## config.mk

```make
export PLATFORM = sky130hd
export DESIGN_NAME = prism_sp_puzzle_hw_gem_dma_read_mq
export DESIGN_NICKNAME = d
export VERILOG_FILES = /design/src/rtl/prism_sp_puzzle_hw_gem_dma_read_mq.sv
export SDC_FILE = /design/constraint.sdc
export NUM_CORES = 1
export LEC_CHECK = 0
export ABC_CLOCK_PERIOD_IN_PS = 5000
export BUFFER_PORTS_ARGS = -buffer_cell sky130_fd_sc_hd__buf_2
export CORE_ASPECT_RATIO = 1.4
export CORE_MARGIN = 10
export CORE_UTILIZATION = 49
export CTS_BUF_LIST = sky130_fd_sc_hd__clkbuf_16
export CTS_CLUSTER_DIAMETER = 200
export CTS_CLUSTER_SIZE = 16
export DETAILED_ROUTE_END_ITERATION = 8
export GPL_TIMING_DRIVEN = 0
export PLACE_DENSITY = 0.81
export SLEW_MARGIN = 20
export SYNTH_ARGS = -nofsm -noshare
export SYNTH_HDL_FRONTEND = slang
export SYNTH_SLANG_ARGS = --single-unit
```

## constraint.sdc

```tcl
create_clock -name clock -period 5 [get_ports clock]
set_input_delay 0.25 -clock clock [delete_from_list [all_inputs] [get_ports clock]]
set_output_delay 0.25 -clock clock [all_outputs]
set_load 0.03 [all_outputs]
```

## src/rtl/prism_sp_puzzle_hw_gem_dma_read_mq.sv

```systemverilog
// Multi-queue GEM TX DMA read stage: round-robin per frame, one DMA read
// per fragment, one meta descriptor per frame, cookies forwarded downstream.
// Ports: clock/resetn (sync, active-low); q_* per-queue cookie FIFO heads
// and read pulses; dma_* read request to the DMA engine; meta_* per-frame
// descriptor writes; oc_* forwarded fragment cookies.
module prism_sp_puzzle_hw_gem_dma_read_mq #(
  parameter int NUM_QUEUES    = 4,
  parameter int ADDR_WIDTH    = 32,
  parameter int SIZE_WIDTH    = 14,
  parameter int MAX_FRAME_LEN = 1536,
  parameter int QW = (NUM_QUEUES > 1) ? $clog2(NUM_QUEUES) : 1
) (
  input  logic                             clock,
  input  logic                             resetn,
  input  logic [NUM_QUEUES-1:0]            q_empty,
  output logic [NUM_QUEUES-1:0]            q_rd_en,
  input  logic [NUM_QUEUES*ADDR_WIDTH-1:0] q_addr,
  input  logic [NUM_QUEUES*SIZE_WIDTH-1:0] q_size,
  input  logic [NUM_QUEUES-1:0]            q_eof,
  input  logic [NUM_QUEUES-1:0]            q_nocrc,
  output logic                             dma_start,
  output logic [ADDR_WIDTH-1:0]            dma_addr,
  output logic [SIZE_WIDTH-1:0]            dma_len,
  output logic                             dma_cont,
  input  logic                             dma_busy,
  input  logic                             meta_full,
  output logic                             meta_wr_en,
  output logic [SIZE_WIDTH-1:0]            meta_size,
  output logic                             meta_nocrc,
  output logic                             meta_oversize,
  output logic [QW-1:0]                    meta_queue,
  input  logic                             oc_full,
  output logic                             oc_wr_en,
  output logic [ADDR_WIDTH-1:0]            oc_addr,
  output logic [SIZE_WIDTH-1:0]            oc_size,
  output logic                             oc_eof,
  output logic [QW-1:0]                    oc_queue
);

  typedef enum logic [1:0] {
    IDLE, PREBUSY, BUSY, WAIT_OUT
  } state_t;

  localparam logic [31:0] MAXL = MAX_FRAME_LEN;

  state_t                state;
  logic                  locked;
  logic                  sof;
  logic                  sat;
  logic                  nocrc_r;
  logic                  oc_pend;
  logic                  meta_pend;
  logic [QW-1:0]         rr_ptr;
  logic [QW-1:0]         cur_q;
  logic [QW-1:0]         next_ptr;
  logic [SIZE_WIDTH-1:0] acc;

  logic                  sel_ok;
  logic [QW-1:0]         sel_q;
  logic [NUM_QUEUES-1:0] sel_oh;
  logic [ADDR_WIDTH-1:0] sel_addr;
  logic [SIZE_WIDTH-1:0] sel_size;
  logic                  sel_eof;
  logic                  sel_nocrc;
  logic [SIZE_WIDTH:0]   sum;
  logic                  oc_go;
  logic                  meta_go;
  logic                  out_done;
  int                    idx;

  // Mid-frame only the owning queue may continue; otherwise scan
  // from rr_ptr, iterating backwards so the nearest queue wins.
  always_comb begin
    sel_ok = 1'b0;
    sel_q  = '0;
    idx    = 0;
    if (locked) begin
      sel_ok = ~q_empty[cur_q];
      sel_q  = cur_q;
    end else begin
      for (int i = NUM_QUEUES - 1; i >= 0; i--) begin
        idx = (int'(rr_ptr) + i) % NUM_QUEUES;
        if (!q_empty[idx]) begin
          sel_ok = 1'b1;
          sel_q  = QW'(idx);
        end
      end
    end
    sel_oh        = '0;
    sel_oh[sel_q] = 1'b1;
  end

  always_comb begin
    sel_addr  = q_addr[sel_q*ADDR_WIDTH +: ADDR_WIDTH];
    sel_size  = q_size[sel_q*SIZE_WIDTH +: SIZE_WIDTH];
    sel_eof   = q_eof[sel_q];
    sel_nocrc = q_nocrc[sel_q];
    sum       = {1'b0, acc} + {1'b0, sel_size};
    next_ptr  = (32'(cur_q) == NUM_QUEUES - 1) ? '0 : cur_q + 1'b1;
    oc_go     = oc_pend & ~oc_full;
    meta_go   = meta_pend & ~meta_full;
    out_done  = (~oc_pend | oc_go) & (~meta_pend | meta_go);
  end

  always_ff @(posedge clock) begin
    if (!resetn) begin
      state         <= IDLE;
      locked        <= 1'b0;
      sof           <= 1'b1;
      sat           <= 1'b0;
      nocrc_r       <= 1'b0;
      oc_pend       <= 1'b0;
      meta_pend     <= 1'b0;
      rr_ptr        <= '0;
      cur_q         <= '0;
      acc           <= '0;
      q_rd_en       <= '0;
      dma_start     <= 1'b0;
      dma_addr      <= '0;
      dma_len       <= '0;
      dma_cont      <= 1'b0;
      meta_wr_en    <= 1'b0;
      meta_size     <= '0;
      meta_nocrc    <= 1'b0;
      meta_oversize <= 1'b0;
      meta_queue    <= '0;
      oc_wr_en      <= 1'b0;
      oc_addr       <= '0;
      oc_size       <= '0;
      oc_eof        <= 1'b0;
      oc_queue      <= '0;
    end else begin
      q_rd_en    <= '0;
      dma_start  <= 1'b0;
      meta_wr_en <= 1'b0;
      oc_wr_en   <= 1'b0;
      unique case (state)
        IDLE: begin
          if (sel_ok) begin
            q_rd_en   <= sel_oh;
            oc_addr   <= sel_addr;
            oc_size   <= sel_size;
            oc_eof    <= sel_eof;
            oc_queue  <= sel_q;
            cur_q     <= sel_q;
            locked    <= ~sel_eof;
            oc_pend   <= 1'b1;
            meta_pend <= sel_eof;
            if (sof) begin
              nocrc_r <= sel_nocrc;
              sof     <= 1'b0;
            end
            // Carry out of the accumulator pins it at all-ones.
            if (sum[SIZE_WIDTH]) begin
              acc <= '1;
              sat <= 1'b1;
            end else begin
              acc <= sum[SIZE_WIDTH-1:0];
            end
            // Zero-length fragments skip the DMA entirely.
            if (sel_size != '0) begin
              dma_start <= 1'b1;
              dma_addr  <= sel_addr;
              dma_len   <= sel_size;
              dma_cont  <= ~sel_eof;
              state     <= PREBUSY;
            end else begin
              state <= WAIT_OUT;
            end
          end
        end
        PREBUSY: state <= BUSY;
        BUSY: begin
          if (!dma_busy) state <= WAIT_OUT;
        end
        WAIT_OUT: begin
          if (oc_go) begin
            oc_wr_en <= 1'b1;
            oc_pend  <= 1'b0;
          end
          if (meta_go) begin
            meta_wr_en    <= 1'b1;
            meta_size     <= acc;
            meta_nocrc    <= nocrc_r;
            meta_oversize <= sat | (32'(acc) > MAXL);
            meta_queue    <= cur_q;
            meta_pend     <= 1'b0;
          end
          if (out_done) begin
            state <= IDLE;
            if (oc_eof) begin
              acc    <= '0;
              sat    <= 1'b0;
              sof    <= 1'b1;
              rr_ptr <= next_ptr;
            end
          end
        end
        default: state <= IDLE;
      endcase
    end
  end

endmodule

```

After elaboration in Yosys (flattened, before gate mapping) --
Cells that the tools add are included.
Storage, ports and cells: logic and storage cells 143, bits of input ports 201, output and inout bits 121, flip-flop bits (word level) 145
Operators by class: eq/ne operators 11, magnitude comparators 8, reductions and logical operators 19, shift-type cells 2, bitwise gates (word level) 15, multipliers 1, muxes and demuxes 58, add/subtract/negate cells 5
Operators by type and width (count):
- $shiftx A128 B8 Y32 | 1
- $mux W14 | 4
- $shiftx A56 B7 Y14 | 1
- $mux W1 | 30
- $pmux W14 S2 | 1
- $reduce_and A3 Y1 | 7
- $mux W2 | 10
- $add A14 B14 Y15 | 1
- $bmux W1 S2 | 7
- $gt A14 B11 Y1 const B | 1
- $ne A2 B2 Y1 const B | 7
- $reduce_bool A14 Y1 | 1
- $lt A3 B4 Y1 const B | 3
- $lt A2 B3 Y1 const B | 3
- $pmux W1 S2 | 4
- $pmux W2 S4 | 1
- $eq A2 B2 Y1 const B | 3
- $not A1 Y1 | 6
- $reduce_and A2 Y1 | 3
- $reduce_or A2 Y1 | 3
- $mul A2 B3 Y5 const B | 1
- $reduce_and A5 Y1 | 1
- $add A2 B1 Y2 const B | 2
- $add A2 B2 Y2 const B | 2
- 10 further kinds | 16

Logic depth before layout (Yosys ltp) --
word-level depth 17, gate-level depth with buffers 19, mapped depth without buffers 16

Worst setup path after synthesis --
No wires, ideal clock.
path type flip-flop to flip-flop, start point register cur_q[1], end point register acc[10], clock period less this slack 4.402 ns, buffers on the path 3, cell stages (with the launch flop) 19, library setup time 0.060 ns, required time 4.940 ns, data arrival time 4.342 ns, path slack 0.598 ns, cell sequence dfxtp_1 inv_1 a22o_1 buf_6 clkbuf_1 nor2_1 mux2i_1 ha_1 inv_1 fa_1 nor2b_1 o21ai_0 a21oi_1 o2111ai_1 a21boi_0 o41a_1 and3_1 clkbuf_1 a221o_1
Between the ends: longest elaborated chain between the ends 7, elaborated cells between the ends (all ways) 13, those cells by class add/sub: 1; mul: 1; eq/ne: 1; shift: 1; mux: 7; bitwise: 1; reduce/logical: 1
RTL lines:
- from (decl) | line 54 | logic [QW-1:0] cur_q;
- from (signal assigned) | line 145 | cur_q <= sel_q;
- $mux W2 | line 77 | if (locked) begin
- $mul A2 B3 Y5 | line 95 | sel_size = q_size[sel_q*SIZE_WIDTH +: SIZE_WIDTH];
- $shiftx A56 B7 Y14 | line 95
- net sel_size[0] | line 62 | logic [SIZE_WIDTH-1:0] sel_size;
- $add A14 B14 Y15 | line 98 | sum = {1'b0, acc} + {1'b0, sel_size};
- $mux W14 | line 154 | if (sum[SIZE_WIDTH]) begin
- $mux W14 | line 139 | if (sel_ok) begin
- $pmux W14 S2 | line 137 | unique case (state)
- to (signal assigned) | line 158 | acc <= sum[SIZE_WIDTH-1:0];
- to (decl) | line 56 | logic [SIZE_WIDTH-1:0] acc;
The timed path passes the listed nets, and every way through them passes these cells. The select of a mux whose other input is x is not followed. A chain may end at the register's enable or synchronous reset.

Final worst setup path --
start point register locked, end point register acc[10]
Between the ends: longest elaborated chain between the ends 7, elaborated cells between the ends (all ways) 10, those cells by class add/sub: 1; mul: 1; eq/ne: 1; shift: 1; mux: 5; reduce/logical: 1
RTL lines:
- from (decl) | line 47 | logic locked;
- from (signal assigned) | line 146 | locked <= ~sel_eof;
- $mux W2 | line 77
- $mul A2 B3 Y5 | line 95
- $shiftx A56 B7 Y14 | line 95
- net sel_size[0] | line 62
- $add A14 B14 Y15 | line 98
- $mux W14 | line 154
- $mux W14 | line 139
- $pmux W14 S2 | line 137
The timed path passes the listed nets, and every way through them passes these cells. The select of a mux whose other input is x is not followed.

==> out/results.tsv <==
stage	metric	value	unit
cells_and_area	most-common-layout-cells	sky130_fd_sc_hd__buf_2 (325), sky130_fd_sc_hd__nand2_1 (249), sky130_fd_sc_hd__dfxtp_1 (145), sky130_fd_sc_hd__nor2_1 (80), sky130_fd_sc_hd__a21oi_1 (76)	
yosys	async_flop_share	0	%
setup_path	timing.setup.critical_path_class	register to register	
yosys	syn_avg_cell_area	8.00	sq um
timing	hold_violations	0	
yosys	synth_xor_area_share	1.10	%
yosys	synthesis.nets	1222	
clock_network	tritoncts	done	
clock_network	cts-root-to-sink-buffers	2	
grt	grt_first_pass_wirelength	49700	microns
clock_network	clock_insertion_delay_worst_skew	0.43	ns
clock_network	cts.reportedPaths.clkPinSlew	0.06	ns
detailed_routing	remaining_drc_errors	0	
place	placement.setup.worst_slack	-0.567	ns
clock_network	clock_buffers_created_by_tritoncts	17	
cells_and_area	area.growth.synth_to_final	30.6	%
grt	grt_max_degree	17	
cells_and_area	most_common_cell_after_layout_fill_and_taps_aside	sky130_fd_sc_hd__buf_2	
yosys	synthDistinctLibCells	64	
grt	antenna_found_initial	3	
worst_hold_path	hold_path.class	primary input to register	
power	cellLeakagePower	0.00500	uW
timing	fmaxAchievable	214	MHz
setup_path	worstSetupStartpointType	register	
place	gp_congestion	0.929	
yosys	synth-main-ff-cell	sky130_fd_sc_hd__dfxtp_1	
setup_path	cp.arrival	5.03	ns
detailed_routing	drt_first_iter_violations	663	
timing	rsz0062_at_grt	false	
detailed_routing	route.vias.total	9033	
detailed_routing	highest-signal-layer	met5	
detailed_routing	wl_per_cell	21.3	microns
timing	worst_tran_pin_value	0.727	ns
floorplan	design.core.area	16100	sq um
setup_path	timing.critical_path.from	locked$_SDFFE_PN0P_	
clock_network	root_cell_of_the_clock_tree	sky130_fd_sc_hd__clkbuf_16	
timing	number_of_failing_setup_endpoints_in_the_final_timing_report	0	
power	worst_voltage_drop_across_the_vdd_grid	0.387	mV
floorplan	placement_rows	55	
floorplan	io_pins	322	
timing	timing.final.ws_setup	0.335	ns
timing	final.setup.tns	0	ns
grt	globalRouteOverflowTotal	0	
power	power_density	785	nW/um^2
floorplan	die_y	171	microns
yosys	post_synth_instance_area	7990	sq um
detailed_routing	detail_route.wirelength.met1	11700	microns
detailed_routing	detail_route.vias_per_cell	5.83	
yosys	synthesized_area_fraction_occupied_by_adder_cells	3.54	%
job	maxcap_violations	0	
timing	final_period_minus_worst_setup_slack	4.67	ns
yosys	synth_edf_count	0	
clock_network	holdBufCountCts	0	
detailed_routing	routed-wl-met3	2760	microns
yosys	synth_compound_area_share	21.0	%
detailed_routing	detail_route.first_pass.iterations	5	
yosys	synth_cells	999	
clock_network	htree_num_levels	4	
setup_path	timing.critical_path.required	5.37	ns
setup_path	regToRegEndpoint	acc[10]$_SDFFE_PN0P_	
worst_hold_path	min_delay_path_depth	2	
timing	fin_crit_sh	93.3	%
floorplan	die-width	128	microns
yosys	synth-seq-cells	145	
yosys	combinational_family_with_the_most_area_after_synthesis	simple AND/OR/NAND/NOR gates	
clock_network	cts.sinks	145	
timing	timing.slew.headroom	50.2	%
setup_path	critical_path_peak_fanout	10	
place	dpl.hpwl	26400	microns
yosys	fraction_of_synthesized_area_in_multiplexers	8.39	%
setup_path	critPathSlowestCell	sky130_fd_sc_hd__nor2_4	
detailed_routing	met2_wirelength	17000	microns
yosys	yosysWarningCount	0	
timing	slew_viol_final	0	
timing	clock_skew	0.0129	ns
cells_and_area	layout.nets	1560	
yosys	synth_simple_gate_area_share	23.7	%
setup_path	worstRegToRegCells	19	
floorplan	die_outline_area	21900	sq um
grt	first_global_vias	9018	
cells_and_area	share_of_post_route_cells_with_drive_strength_above_1	29.7	%
clock_network	post-cts-setup-buffer-count	0	
setup_path	cell_by_cell_trace_of_the_critical_path	buf_2, nor2_1, a22o_1, buf_6, clkbuf_1, nor2_4, mux2i_4, ha_1, inv_1, fa_1, nor2b_1, o21ai_1, a21oi_1, o2111ai_1, a21boi_1, o41a_1, and3_1, clkbuf_2, a221o_1	
yosys	synth-seq-area-share	36.3	%
setup_path	critical_path.max_stage_delay	0.46	ns
cells_and_area	filler_cells_inserted	1477	
setup_path	crit_path_end	acc[10]$_SDFFE_PN0P_	
grt	gr-usage-all-layers	28.9	%
detailed_routing	route.antenna.remaining_nets	0	
setup_path	critical_path.endpoint_type	register	
outcome	status	complete, no violations	
place	buffer_ports.inserted	320	
setup_path	r2r_slack	0.33	ns
floorplan	initial_utilization	49.6	%
cells_and_area	finish.utilization	64.8	%
detailed_routing	drt_wl_total	33100	microns
setup_path	reg2reg_from	locked$_SDFFE_PN0P_	
stage by stage:
stage	power, uW	area, sq um	cells	hold slack (ns)
floorplan	5400	7990	999	0.327
global placement	6760	9840	1518	0.440
detailed placement	6860	9840	1518	0.444
CTS	8170	10400	1549	0.0425
global route	8660	10400	1550	0.0462
finish	8190	10400	1550	0.0578
layer usage:
layer	up-vias	track usage (%)
li1	4226	-
met5	-	0
met2	484	52.6
met3	99	7.83
met1	4222	29.3
met4	2	14.9
critical path, delay by kind of cell, from the launching register on:
family	cells	cell delay [ns]
DFF	1	0.30
and+or+nand+nor	4	0.92
AOI/OAI and AO/OA	7	1.31
muxes	1	0.44
buffers and inverters	5	0.95
adders and majority gates	2	0.66
flip-flops by register name, summed over array words and instances (netlist names), 2 cells and up:
register / flops
dma_addr: 32
rr_ptr: 2
dma_len: 14
q_rd_en: 4
cur_q: 2
meta_size: 14
oc_addr: 32
state: 2
acc: 14
meta_queue: 2
oc_size: 14
synth_stat cells, types with 12 or more instances:
master,n,share of area (%)
sky130_fd_sc_hd__a211oi_1,18,1.7
sky130_fd_sc_hd__a21oi_1,76,4.8
sky130_fd_sc_hd__a221o_1,12,1.5
sky130_fd_sc_hd__a311o_1,31,3.9
sky130_fd_sc_hd__a311oi_1,32,3.5
sky130_fd_sc_hd__and3_1,34,2.7
sky130_fd_sc_hd__clkbuf_1,59,2.8
sky130_fd_sc_hd__dfxtp_1,145,36
sky130_fd_sc_hd__ha_1,21,3.3
sky130_fd_sc_hd__inv_1,25,1.2
sky130_fd_sc_hd__mux2i_1,58,7.3
sky130_fd_sc_hd__nand2_1,249,12
sky130_fd_sc_hd__nor2_1,81,3.8
sky130_fd_sc_hd__nor3b_1,16,1.5
kinds of logic after synthesis:
kind of cell | Yosys count
and+or+nand+nor | 433
AOI/OAI and AO/OA | 222
DFF | 145
buffers and inverters | 102
muxes | 65
adders and majority gates | 22
xor gates and xnor gates | 10
where the power goes:
group / switching [uW] / internal [uW] / total (uW)
combinational: 3260 / 1750 / 5010
sequential: 302 / 1630 / 1930
clock: 523 / 731 / 1250
total: 4080 / 4110 / 8190
final cells by class:
| class | instances | area [sq um] | area share, % |
|---|---|---|---|
| diodes | 2 | 5.00 | 0.0480 |
| multi-input cells | 752 | 4640 | 44.5 |
| clock inverters | 14 | 144 | 1.38 |
| inverters | 26 | 97.6 | 0.935 |
| plain buffers | 75 | 372 | 3.56 |
| repair buffers | 320 | 1600 | 15.3 |
| well taps | 199 | 249 | 2.39 |
| clock buffers | 17 | 425 | 4.08 |
| flip-flops and latches | 145 | 2900 | 27.8 |
worst min path at each step:
stage | from | end | slack (ns)
6_report | oc_full | oc_wr_en$_SDFF_PN0_ | 0.06
5_1_grt | oc_full | oc_wr_en$_SDFF_PN0_ | 0.05
4_1_cts | oc_full | oc_wr_en$_SDFF_PN0_ | 0.04
3_5_place_dp | oc_size[2]$_SDFFE_PN0P_ | oc_size[2]$_SDFFE_PN0P_ | 0.44
3_3_place_gp | oc_size[2]$_SDFFE_PN0P_ | oc_size[2]$_SDFFE_PN0P_ | 0.44
2_1_floorplan | oc_full | oc_wr_en$_SDFF_PN0_ | 0.33
timing repair:
action                                  in CTS  in global routing
cloned                                       0                  0
hold endpoints to repair                     0                  0
endpoints found under the setup margin      15                 15
gates resized for setup                      6                  4
Note: power is estimated with default switching activity, not from simulation.
